**src/rtl/fetch_sequencer.sv**
```systemverilog
// Instruction fetch sequencer: drives the fetch PC into a combinational
// instruction memory, buffers fetched words in a prefetch FIFO, handles redirects and faults.
module fetch_sequencer #(
   parameter logic [31:0] RESET_PC   = 32'h0000_0000,
   parameter int          FIFO_DEPTH = 4
) (
   input  logic        clk,
   input  logic        rst_n,
   input  logic        fetch_en,
   output logic [31:0] imem_addr,
   input  logic [31:0] imem_data,
   input  logic        imem_error,
   output logic        out_valid,
   input  logic        out_ready,
   output logic [31:0] out_instr,
   output logic [31:0] out_pc,
   input  logic        redirect_valid,
   input  logic [31:0] redirect_pc,
   output logic        fetch_fault,
   output logic [31:0] fault_pc
);

   localparam int PTR_W = (FIFO_DEPTH > 1) ? $clog2(FIFO_DEPTH) : 1;
   localparam int CNT_W = PTR_W + 1;
   localparam logic [CNT_W-1:0] DEPTH_C  = CNT_W'(FIFO_DEPTH);
   localparam logic [CNT_W-1:0] CNT_ONE  = CNT_W'(1);
   localparam logic [CNT_W-1:0] CNT_ZERO = CNT_W'(0);
   localparam logic [PTR_W-1:0] PTR_ONE  = PTR_W'(1);
   localparam logic [PTR_W-1:0] PTR_ZERO = PTR_W'(0);

   typedef enum logic [0:0] {
      ST_RUN   = 1'b0,
      ST_FAULT = 1'b1
   } state_e;

   state_e           state_q, state_d;
   logic [31:0]      fetch_pc_q, fetch_pc_d;
   logic [CNT_W-1:0] count_q, count_d;
   logic [PTR_W-1:0] rd_ptr_q, rd_ptr_d;
   logic [PTR_W-1:0] wr_ptr_q, wr_ptr_d;
   logic             fault_q, fault_d;
   logic [31:0]      fault_pc_q, fault_pc_d;
   logic             push;
   logic             pop;
   logic             room;

   logic [31:0]      instr_q [FIFO_DEPTH];
   logic [31:0]      pc_q    [FIFO_DEPTH];

   // Next-state: redirect beats everything; a full FIFO with a pop still has room
   always_comb begin
      pop        = (count_q != CNT_ZERO) & out_ready;
      room       = (count_q < DEPTH_C) | pop;
      push       = 1'b0;
      state_d    = state_q;
      fetch_pc_d = fetch_pc_q;
      count_d    = count_q;
      rd_ptr_d   = rd_ptr_q;
      wr_ptr_d   = wr_ptr_q;
      fault_d    = fault_q;
      fault_pc_d = fault_pc_q;

      if (redirect_valid) begin
         state_d    = ST_RUN;
         fetch_pc_d = redirect_pc;
         count_d    = CNT_ZERO;
         rd_ptr_d   = PTR_ZERO;
         wr_ptr_d   = PTR_ZERO;
         fault_d    = 1'b0;
      end else begin
         case (state_q)
            ST_RUN: begin
               if (fetch_en & room) begin
                  if (imem_error) begin
                     state_d    = ST_FAULT;
                     fault_d    = 1'b1;
                     fault_pc_d = fetch_pc_q;
                  end else begin
                     push       = 1'b1;
                     fetch_pc_d = fetch_pc_q + 32'd4;
                  end
               end else begin
                  push = 1'b0;
               end
            end
            ST_FAULT: begin
               state_d = ST_FAULT;
            end
            default: begin
               state_d = ST_RUN;
            end
         endcase

         if (pop) begin
            rd_ptr_d = rd_ptr_q + PTR_ONE;
         end else begin
            rd_ptr_d = rd_ptr_q;
         end

         if (push) begin
            wr_ptr_d = wr_ptr_q + PTR_ONE;
         end else begin
            wr_ptr_d = wr_ptr_q;
         end

         if (push & ~pop) begin
            count_d = count_q + CNT_ONE;
         end else if (pop & ~push) begin
            count_d = count_q - CNT_ONE;
         end else begin
            count_d = count_q;
         end
      end
   end

   // Control state registers
   always_ff @(posedge clk or negedge rst_n) begin
      if (!rst_n) begin
         state_q    <= ST_RUN;
         fetch_pc_q <= RESET_PC;
         count_q    <= CNT_ZERO;
         rd_ptr_q   <= PTR_ZERO;
         wr_ptr_q   <= PTR_ZERO;
         fault_q    <= 1'b0;
         fault_pc_q <= 32'h0000_0000;
      end else begin
         state_q    <= state_d;
         fetch_pc_q <= fetch_pc_d;
         count_q    <= count_d;
         rd_ptr_q   <= rd_ptr_d;
         wr_ptr_q   <= wr_ptr_d;
         fault_q    <= fault_d;
         fault_pc_q <= fault_pc_d;
      end
   end

   // Prefetch FIFO storage, one {pc, instr} pair per slot
   always_ff @(posedge clk or negedge rst_n) begin
      if (!rst_n) begin
         for (int i = 0; i < FIFO_DEPTH; i++) begin
            instr_q[i] <= 32'h0000_0000;
            pc_q[i]    <= 32'h0000_0000;
         end
      end else if (push) begin
         instr_q[wr_ptr_q] <= imem_data;
         pc_q[wr_ptr_q]    <= fetch_pc_q;
      end
   end

   assign imem_addr   = fetch_pc_q;
   assign out_valid   = (count_q != CNT_ZERO);
   assign out_instr   = instr_q[rd_ptr_q];
   assign out_pc      = pc_q[rd_ptr_q];
   assign fetch_fault = fault_q;
   assign fault_pc    = fault_pc_q;

endmodule

```
**config.mk**
```make
export PLATFORM = sky130hd
export DESIGN_NAME = fetch_sequencer
export DESIGN_NICKNAME = d
export VERILOG_FILES = /design/src/rtl/fetch_sequencer.sv
export SDC_FILE = /design/constraint.sdc
export NUM_CORES = 1
export LEC_CHECK = 0
export ABC_AREA = 0
export CORE_MARGIN = 2
export CORE_UTILIZATION = 60
export CTS_CLUSTER_DIAMETER = 80
export DETAILED_ROUTE_END_ITERATION = 12
export PLACE_DENSITY = 0.86
export SYNTH_ARGS = -nofsm -noshare
export SYNTH_HDL_FRONTEND = slang
export SYNTH_SLANG_ARGS = --single-unit
export TNS_END_PERCENT = 10
```
**constraint.sdc**
```tcl
create_clock -name clk -period 4.9 [get_ports clk]
set_input_delay 0.735 -clock clk [delete_from_list [all_inputs] [get_ports clk]]
set_output_delay 0.735 -clock clk [all_outputs]
set_load 0.02 [all_outputs]
```
==> reports/results.md <==
| Step | Item | Value |
| --- | --- | --- |
| synthesis | Top cell type's share of synthesized area | 55.38% |
| sta | Summed negative setup slack over all endpoints | 0 ps |
| finish | Number of diodes | 0 |
| floorplan | DIE HEIGHT | 161.4 um |
| cts | CTS Hold Buffers Added | 0 |
| floorplan | Area of the core | 24320 sq um |
| synthesis | Cell type contributing the most total cell area after synthesis | sky130_fd_sc_hd__dfrtp_1 |
| min path | Worst min-delay path class | input pin to async pin |
| grt | Vias in the first global route | 9436 |
| grt | Pin count of the biggest net entering global routing | 124 |
| cts | Clock edge transition at the registers on the reported setup and hold paths | 60 ps |
| sta | Slew Limit Fails | 0 |
| cts | Maximum count of clock buffers along a single path | 3 |
| grt | Overall fraction of global-route tracks in use | 25.34% |
| sta | # setup viols final | 0 |
| sta | Maximum clock rate | 269.1 MHz |
| finish | Number of fill cells | 1460 |
| finish | Area growth from synthesis to layout | 21.51% |
| sta | Hold Violations, Final | 0 |
| finish | Most frequent standard cell in the layout excluding fill and tap cells | sky130_fd_sc_hd__dfrtp_1 |
| synthesis | Netlist area before placement | 14870 sq um |
| route | Pre-antenna DRT Iters | 4 |
| critical path | CP arrival | 2980 ps |
| power | Reported leakage power | 0.008070 uW |
| floorplan | Number of cell rows | 57 |
| synthesis | Synthesis warning total | 0 |
| floorplan | Die area | 26050 sq um |
| sta | Final worst-path setup slack | 1184 ps |
| critical path | Critical path start-end classification | register to output pin |
| cts | Count of instances resized after the clock tree is built | 0 |
| cts | H-tree levels | 2 |
| floorplan | Number of ports placed on the die boundary | 200 |
| place | Count of input and output buffers | 199 |
| synthesis | Synth Net Count | 1042 |
| critical path | Maximum fanout along the worst path | 34 |
| status | Result of the run | finished clean |
| route | Detailed-route via count | 8819 |
| route | Number of routed nets with antenna violations | 0 |
| cts | Clock tree from TritonCTS | yes |
| synthesis | Post-synthesis area per instance | 15.39 sq um |
| sta | Setup repair after global routing missed its margin | false |
| sta | Clock Skew | 17.32 ps |
| floorplan | Width of the die | 161.4 um |
| place | Routability-driven placement congestion ratio | 0.7536 |
| sta | Minimum clock period | 3716 ps |
| sta | Fin Hold WS | 294.2 ps |
| route | Routed Wire Length | 31.65 mm |
| floorplan | Initial Util | 61.13% |
| cts | Post-CTS repair timing setup buffer count | 0 |
| route | Remaining DRCs | 0 |
| synthesis | Top post-synthesis cells by area | sky130_fd_sc_hd__dfrtp_1, sky130_fd_sc_hd__mux2_2, sky130_fd_sc_hd__mux4_2 |
| synthesis | Share of synthesized area occupied by flip-flops and latches | 55.38% |
| sta | Relative slew margins | 29.03% |
| synthesis | Syn Inst Count | 966 |
| critical path | Category of the worst setup path launch point | register |
| synthesis | Yosys cell types | 44 |
| sta | Actual slew at the worst max-slew pin | 1064 ps |
| cts | Library cell used as clock root buffer | sky130_fd_sc_hd__clkbuf_16 |
| route | Final routed wire length divided by cell count | 21.37 um |
| synthesis | Flip-flop and latch count after synthesis | 329 |
| finish | Layout cell share with drive strength beyond 1 | 38.72% |
| route | Initial DRC count | 712 |
| finish | Final cell count without fillers | 1481 |
| critical path | Crit end category | output pin |
| grt | Residual overflow from global routing | 0 |
| place | Worst setup timing slack at the placement stage | 1363 ps |
| place | Post-Place Cells | 1419 |
| grt | Wire length of the first global-routing pass | 52.07 mm |
| grt | Number of antenna violations at the first check in global routing | 0 |
| cts | Clk sink count | 329 |
| cts | Later-pin clock latency in the skew report | 510 ps |
| power | Total power density per cell area | 549.8 nW/um^2 |
| cts | Clock buffers created by TritonCTS | 35 |
| place | Half-perimeter wire length after detailed placement | 18.75 mm |
| sta | Final cycle utilization of the critical path | 75.83% |
| route | Via-to-Cell Ratio | 5.955 |
| finish | Highest-count cells in the layout ignoring fill and taps | sky130_fd_sc_hd__dfrtp_1, sky130_fd_sc_hd__mux2_2, sky130_fd_sc_hd__clkdlybuf4s50_1 |
| power | Peak ir drop on the vdd network | 340.8 uV |
| finish | Final Net Count | 1208 |
| critical path | Critical path required time | 4160 ps |
| run | Count of maximum capacitance violations | 0 |
[where the power goes]
part	switching, uW	leakage, uW	internal, uW
combinational	1440	0.00318	1890
sequential	508	0.00428	3340
clock	1040	0.000602	1720
total	2980	0.00807	6950
[metal layers]
metal	wire length, um	track usage, %	vias to the layer above
met5	0	0	-
met4	539	6.209	0
met3	1893	4.417	44
met2	15680	40.60	253
met1	13550	36.78	4662
li1	-	-	3860
[cells by family (layout without fill, tap and decap cells)]
logic type,Yosys count,in the layout,share of synthesized area (%)
flops,329,329,55.38
compound gates,38,38,1.347
fa+ha+maj,6,6,0.5555
buf+inv,84,275,3.703
mux,356,356,31.79
simple gates,120,120,5.285
xor+xnor,33,33,1.944
[metrics by stage]
stage	power [uW]	instance area, sq um	utilization (%)
global placement	7128	16840	69.26
finish	9932	18060	74.28
detailed placement	7220	16840	69.26
global route	10390	18060	74.28
CTS	10020	18060	74.28
floorplan	5760	14870	-
[state kept, by name, summed over array words and instances, names as in the netlist]
name	cells
count_q	3
state_q	1
imem_addr	32
instr_q	128
fetch_fault	1
pc_q	128
wr_ptr_q	2
rd_ptr_q	2
fault_pc	32
[cell usage after synthesis, drive strengths merged]
library cell / n
fa: 1
and3: 10
a31oi: 1
and4: 3
mux4: 64
mux2i: 3
inv: 7
or3: 1
xor2: 7
clkbuf: 21
nor4: 15
mux2: 289
ha: 5
dfrtp: 329
o21ai: 32
nor2: 15
nand3: 8
xnor2: 26
nand2: 47
buf: 56
nor3: 4
nand2b: 1
a211oi: 1
and2: 1
a22oi: 1
nor4b: 1
nor2b: 1
nand4: 13
a21oi: 3
[worst max-delay path, stage by stage, from the launching register on]
cell,delay [ps]
sky130_fd_sc_hd__dfrtp_4,900
sky130_fd_sc_hd__buf_12,360
sky130_fd_sc_hd__mux4_2,590
sky130_fd_sc_hd__clkdlybuf4s50_1,580
[final timing paths]
path / from / endpoint / slack (ps) / cells past startpoint
min in group clk: pc_q[19] / pc_q[19] / 500 / 1
max in group asynchronous: rst_n / instr_q[17] / 3310 / 2
worst max-delay path: rd_ptr_q[0] / out_pc[14] / 1180 / 3
worst min-delay path: rst_n / instr_q[119] / 290 / 1
worst max register to register: state_q / instr_q[116] / 2230 / 5
worst min register to register: pc_q[19] / pc_q[19] / 500 / 1
[cell type report]
type                       count  area [sq um]  area share (%)
sequential                   329          8240           45.62
tap                          324         405.4           2.244
clock buffer                  54          1080           5.977
timing repair buffer         206          2069           11.46
clock inverter                 8         140.1          0.7757
inverter                       7         26.28          0.1454
multi-input combinational    553          6103           33.79
(Power assumes the default switching activity.)
